## src/rtl/reg_bank_pkg.sv

```systemverilog
// Shared datapath constants for the register file and the write-register selector.
// Holds the fixed register indices, reset defaults and index type.
package reg_bank_pkg;

    localparam int unsigned IDX_W            = 5;
    localparam int unsigned NUM_REGS         = 32;
    localparam int unsigned DATA_W_DEFAULT   = 32;
    localparam int unsigned SP_RESET_DEFAULT = 227;

    typedef logic [IDX_W-1:0] reg_idx_t;

    localparam reg_idx_t REG_ZERO = 5'd0;
    localparam reg_idx_t REG_SP   = 5'd29;
    localparam reg_idx_t REG_RA   = 5'd31;

    // Register 0 is architecturally zero: it is never stored and always reads 0.
    function automatic logic idx_is_zero(input reg_idx_t idx);
        return idx == REG_ZERO;
    endfunction

endpackage : reg_bank_pkg

```

## src/rtl/reg_bank_read_port.sv

```systemverilog
// One combinational read port: zero-masks index 0 and bypasses a same-cycle write.
module reg_bank_read_port
    import reg_bank_pkg::*;
#(
    parameter int unsigned DATA_W = DATA_W_DEFAULT
) (
    input  reg_idx_t          rd_idx,
    input  logic [DATA_W-1:0] arr_word,
    input  logic              wr_en,
    input  reg_idx_t          wr_idx,
    input  logic [DATA_W-1:0] wr_data,
    output logic [DATA_W-1:0] rd_data_c
);

    logic hit_c;

    always_comb begin
        hit_c     = wr_en && (wr_idx == rd_idx);
        rd_data_c = arr_word;
        if (idx_is_zero(rd_idx)) begin
            rd_data_c = '0;
        end else if (hit_c) begin
            rd_data_c = wr_data;
        end
    end

endmodule : reg_bank_read_port

```

## src/rtl/reg_bank.sv

```systemverilog
// 32-entry architectural register file with two bypassed read ports
// and the registered A/B operand latches feeding the ALU stage.
module reg_bank
    import reg_bank_pkg::*;
#(
    parameter int unsigned DATA_W   = DATA_W_DEFAULT,
    parameter int unsigned SP_RESET = SP_RESET_DEFAULT
) (
    input  logic              clk,
    input  logic              reset_n,
    input  logic              reg_write,
    input  reg_idx_t          write_reg,
    input  logic [DATA_W-1:0] write_data,
    input  reg_idx_t          read_reg1,
    input  reg_idx_t          read_reg2,
    output logic [DATA_W-1:0] read_data1,
    output logic [DATA_W-1:0] read_data2,
    input  logic              load_ab,
    output logic [DATA_W-1:0] a_out,
    output logic [DATA_W-1:0] b_out
);

    localparam logic [DATA_W-1:0] SP_INIT = DATA_W'(SP_RESET);

    logic [DATA_W-1:0] mem_q [NUM_REGS];
    logic [DATA_W-1:0] mem_d [NUM_REGS];
    logic [DATA_W-1:0] a_q, a_d;
    logic [DATA_W-1:0] b_q, b_d;
    logic              wr_en_c;

    assign wr_en_c = reg_write && !idx_is_zero(write_reg);

    // Array next state: only the single write port updates storage.
    always_comb begin
        mem_d = mem_q;
        if (wr_en_c) begin
            mem_d[write_reg] = write_data;
        end
    end

    always_ff @(posedge clk or negedge reset_n) begin
        if (!reset_n) begin
            for (int i = 0; i < int'(NUM_REGS); i++) begin
                mem_q[i] <= (i == int'(REG_SP)) ? SP_INIT : '0;
            end
        end else begin
            mem_q <= mem_d;
        end
    end

    reg_bank_read_port #(
        .DATA_W (DATA_W)
    ) u_port1 (
        .rd_idx    (read_reg1),
        .arr_word  (mem_q[read_reg1]),
        .wr_en     (reg_write),
        .wr_idx    (write_reg),
        .wr_data   (write_data),
        .rd_data_c (read_data1)
    );

    reg_bank_read_port #(
        .DATA_W (DATA_W)
    ) u_port2 (
        .rd_idx    (read_reg2),
        .arr_word  (mem_q[read_reg2]),
        .wr_en     (reg_write),
        .wr_idx    (write_reg),
        .wr_data   (write_data),
        .rd_data_c (read_data2)
    );

    // Operand latches capture post-bypass read data so a same-cycle write is seen.
    always_comb begin
        a_d = a_q;
        b_d = b_q;
        if (load_ab) begin
            a_d = read_data1;
            b_d = read_data2;
        end
    end

    always_ff @(posedge clk or negedge reset_n) begin
        if (!reset_n) begin
            a_q <= '0;
            b_q <= '0;
        end else begin
            a_q <= a_d;
            b_q <= b_d;
        end
    end

    assign a_out = a_q;
    assign b_out = b_q;

endmodule : reg_bank

```

## config.mk

```make
export PLATFORM = sky130hd
export DESIGN_NAME = reg_bank
export DESIGN_NICKNAME = d
export VERILOG_FILES = /design/src/rtl/reg_bank_pkg.sv /design/src/rtl/reg_bank_read_port.sv /design/src/rtl/reg_bank.sv
export SDC_FILE = /design/constraint.sdc
export NUM_CORES = 2
export LEC_CHECK = 0
export CAP_MARGIN = 0
export CORE_ASPECT_RATIO = 1.25
export CORE_MARGIN = 1
export CORE_UTILIZATION = 62
export CTS_BUF_LIST = sky130_fd_sc_hd__clkbuf_4 sky130_fd_sc_hd__clkbuf_8 sky130_fd_sc_hd__clkbuf_16
export DETAILED_ROUTE_END_ITERATION = 10
export PLACE_DENSITY_LB_ADDON = 0.15
export SYNTH_ARGS = -nofsm -noshare
export SYNTH_HDL_FRONTEND = slang
export SYNTH_SLANG_ARGS = --single-unit
```

## constraint.sdc

```tcl
create_clock -name clk -period 3.8 [get_ports clk]
set_input_delay 0.76 -clock clk [delete_from_list [all_inputs] [get_ports clk]]
set_output_delay 0.76 -clock clk [all_outputs]
set_load 0.01 [all_outputs]
```

==> results.md <==
- Result of the run: finished, violations left
- Failing checks: DRC, setup timing
- Antenna viol nets, final: 0
- Die Height: 342 um
- Cells along the critical path: dlygate4sd2_1 > buf_12 > buf_12 > nor2b_2 > nand2b_1 > buf_4 > buf_12 > buf_4 > o22ai_1 > buf_4 > or4_4 > a21oi_2 > buf_4 > clkdlybuf4s15_2
- PnR worst setup slack: -15.5 ps
- Warnings from Yosys: 0
- Setup Skew: 38.6 ps
- Worst path max stage delay: 410 ps
- Sequential share of the synthesized area: 0.475
- Synthesized netlist cell count: 4017
- Antenna violations before repair: 11
- Worst path top cell family by delay: buffers and inverters
- Vias/cell: 7.23
- Sum of negative setup slack: -18.3 ps
- Leak pwr: 31.0 nW
- Dominant cell by count in the synthesized netlist: sky130_fd_sc_hd__dfrtp_1
- Average size of a mapped cell: 14.3 sq um
- Via count of the first global-routing pass: 43000
- Global routing usage summed across all routing layers: 0.434
- Synth async-reset ratio: 1.00
- Clock transition at the registers of the reported paths: 60 ps
- Initial detailed-routing violation count: 4954
- Critical Setup Path Class: in2out
- Pin count of the biggest net entering global routing: 171
- Layout cells sized above 1: 0.540
- Max H-tree Level: 3
- Core area: 0.0915 sq mm
- Buffers & Inverters on Critical Path: 9
- Number of instances in the placed design: 5507
- Post-route non-filler standard cell count: 5776
- Total number of nets in the final design: 4532
- Commonest cells in the synthesized netlist: sky130_fd_sc_hd__dfrtp_1 (1083), sky130_fd_sc_hd__mux2_2 (1059), sky130_fd_sc_hd__mux4_2 (396)
- Top achievable clock speed: 0.262 GHz
- CP arrival: 3060 ps
- Routed length per placed instance: 34.8 um
- Wire length after detailed routing: 201 mm
- Most area-hungry cell type in the Yosys netlist: sky130_fd_sc_hd__dfrtp_1
- Post-Syn Area: 0.0574 sq mm
- Global-route wire length before repair: 292 mm
- Critical Path Start Type: input port
- Netlist cell types: 57
- Worst-skew pair later-pin latency: 720 ps
- Cell at the root of the clock tree: sky130_fd_sc_hd__clkbuf_16
- Post-route DRC: 44
- Slowest stage cell, crit path: sky130_fd_sc_hd__or4_4
- Post-synthesis register bit count: 1088
- Final slew viol count: 0
- Number of max-cap violations: 0
- Biggest fanout along the worst timing path: 6
- Die area: 0.0938 sq mm
- Cell with the most instances on the worst path: sky130_fd_sc_hd__buf_4
- Minimum clock period after layout: 3820 ps
- Transition at the pin with the smallest max-transition slack: 1010 ps
- Remaining global-route overflow: 0
- Number of vias after detailed routing: 41700
- Total of endpoints with negative setup slack in the final report: 2
- Power density normalized to cell area: 507 mW/mm^2
- Signed area change from the synthesized netlist to the final layout: 21.9%
- Number of fillers in the final layout: 5509
- Max Root-Sink Buffers: 3
- Effective utilization at floorplan: 0.627
- Worst endpoint required time: 3040 ps
- First-pass DRT Iterations: 10
- Syn Nets: 4068
- Clock tree from TritonCTS: yes
- Kind of path behind the tightest hold check: reg2reg
- Most area-consuming cells after synthesis: sky130_fd_sc_hd__dfrtp_1 (47%), sky130_fd_sc_hd__mux2_2 (21%), sky130_fd_sc_hd__mux4_2 (16%), sky130_fd_sc_hd__mux2i_1 (4.0%), sky130_fd_sc_hd__clkbuf_1 (1.7%)
- Crit path capture type: primary output
- Share of the synthesized area in the top cell type: 0.472
- Final standard cell utilization of the core: 0.764
- Period Utilization, post-route: 1.00
- Number of sinks driven by the clock tree: 1088
- Number of top-level pins: 179
- Detailed placer's ending HPWL: 133 mm
- Remaining max-slew budget at the tightest pin: 0.328
- Number of buffers inserted by port buffering: 178
- Hold Vio Cnt, Final: 0
- Routability cong.: 0.976
- CTS buffer count: 110
- Row Count: 124
- Maximum VDD drop: 0.437 mV
- Die span in x: 274 um
- EDFF count, synth: 0
- Placement Setup Slack: -1250 ps
- Commonest register cell after synthesis: sky130_fd_sc_hd__dfrtp_1
## flip-flops by register name, indices dropped and copies added (netlist names)
name and flops:
mem_q 1024, b_out 32, a_out 32
## what timing repair did
action | in CTS | in global routing
hold buffers | 1 | 0
resized for setup | 294 | 56
gates cloned | 5 | 2
pin swaps | 35 | 22
buffers inserted | 38 | 19
endpoints found under the hold margin | 12 | 0
endpoints found under the setup margin | 64 | 43
## logic make-up (layout without fill, tap and decap cells)
kind of cell    after synthesis  count (layout)  share of synthesized area
mux                        1685            1685                      0.404
buf+inv                     453            1009                     0.0364
flops                      1088            1088                      0.475
simple gates                358             359                     0.0316
xor+xnor                     10              10                    0.00153
other cells                   0               5                          0
compound gates              423             423                     0.0518
## final timing paths
| check | from | end | slack [ps] | depth (start not counted) |
|---|---|---|---|---|
| max | read_reg1[3] | read_data1[23] | -20 | 14 |
| min | mem_q[1005] | mem_q[1005] | 400 | 0 |
| max reg2reg | mem_q[19] | a_out[19] | 1430 | 8 |
| min reg2reg | mem_q[1005] | mem_q[1005] | 400 | 0 |
| max in group asynchronous | reset_n | mem_q[995] | 2010 | 3 |
| min in group asynchronous | reset_n | mem_q[943] | 520 | 2 |
## where the power goes
group,internal [mW],leakage [nW],switching (mW),total (mW)
clock,7.09,1.99,4.77,11.9
sequential,13.8,13.9,1.66,15.5
combinational,4.70,15.1,3.45,8.15
## area by class of cell
| type | instances | area (sq um) | share of cell area |
|---|---|---|---|
| diodes | 5 | 12.5 | 0.000179 |
| clock buffers | 164 | 3340 | 0.0477 |
| clock inverters | 41 | 614 | 0.00878 |
| inverters | 19 | 71.3 | 0.00102 |
| multi-input cells | 2477 | 29000 | 0.414 |
| flip-flops and latches | 1088 | 27200 | 0.389 |
| well taps | 1197 | 1500 | 0.0214 |
| repair buffers | 785 | 8230 | 0.118 |
## metrics by stage
stage                     hold slack, ps  power (mW)  area, sq um
after floorplan                      441        20.1        57400
after global placement               378        23.0        64400
after detailed placement             383        23.3        64400
after CTS                            397        35.3        69500
after global routing                 402        36.6        69900
final                                397        35.5        70000
## layout by cell type (no fill, tap or decap), types with 19 or more instances in the layout
cell type and count:
sky130_fd_sc_hd__nand2_2 19, sky130_fd_sc_hd__buf_6 37, sky130_fd_sc_hd__nor3_1 26, sky130_fd_sc_hd__a22o_1 21, sky130_fd_sc_hd__mux2_2 1059, sky130_fd_sc_hd__clkbuf_4 28, sky130_fd_sc_hd__clkbuf_8 26, sky130_fd_sc_hd__dfrtp_1 1083
sky130_fd_sc_hd__mux4_2 396, sky130_fd_sc_hd__buf_4 429, sky130_fd_sc_hd__nand2_1 52, sky130_fd_sc_hd__inv_1 19, sky130_fd_sc_hd__nand3_1 46, sky130_fd_sc_hd__dlygate4sd2_1 48, sky130_fd_sc_hd__clkdlybuf4s50_1 96, sky130_fd_sc_hd__a22oi_1 92
sky130_fd_sc_hd__o21ai_0 36, sky130_fd_sc_hd__o221ai_1 22, sky130_fd_sc_hd__mux2i_1 220, sky130_fd_sc_hd__nor2_1 66, sky130_fd_sc_hd__clkbuf_16 113, sky130_fd_sc_hd__o22ai_1 106, sky130_fd_sc_hd__buf_12 128
## routing by layer
metal,vias to the layer above,global-route usage,share of wire
met1,21800,0.561,0.35
met4,12,0.284,0.083
li1,16400,-,-
met3,873,0.119,0.12
met2,2722,0.647,0.45
met5,-,0.0129,0.0014
Note: power is estimated with default switching activity, not from simulation.
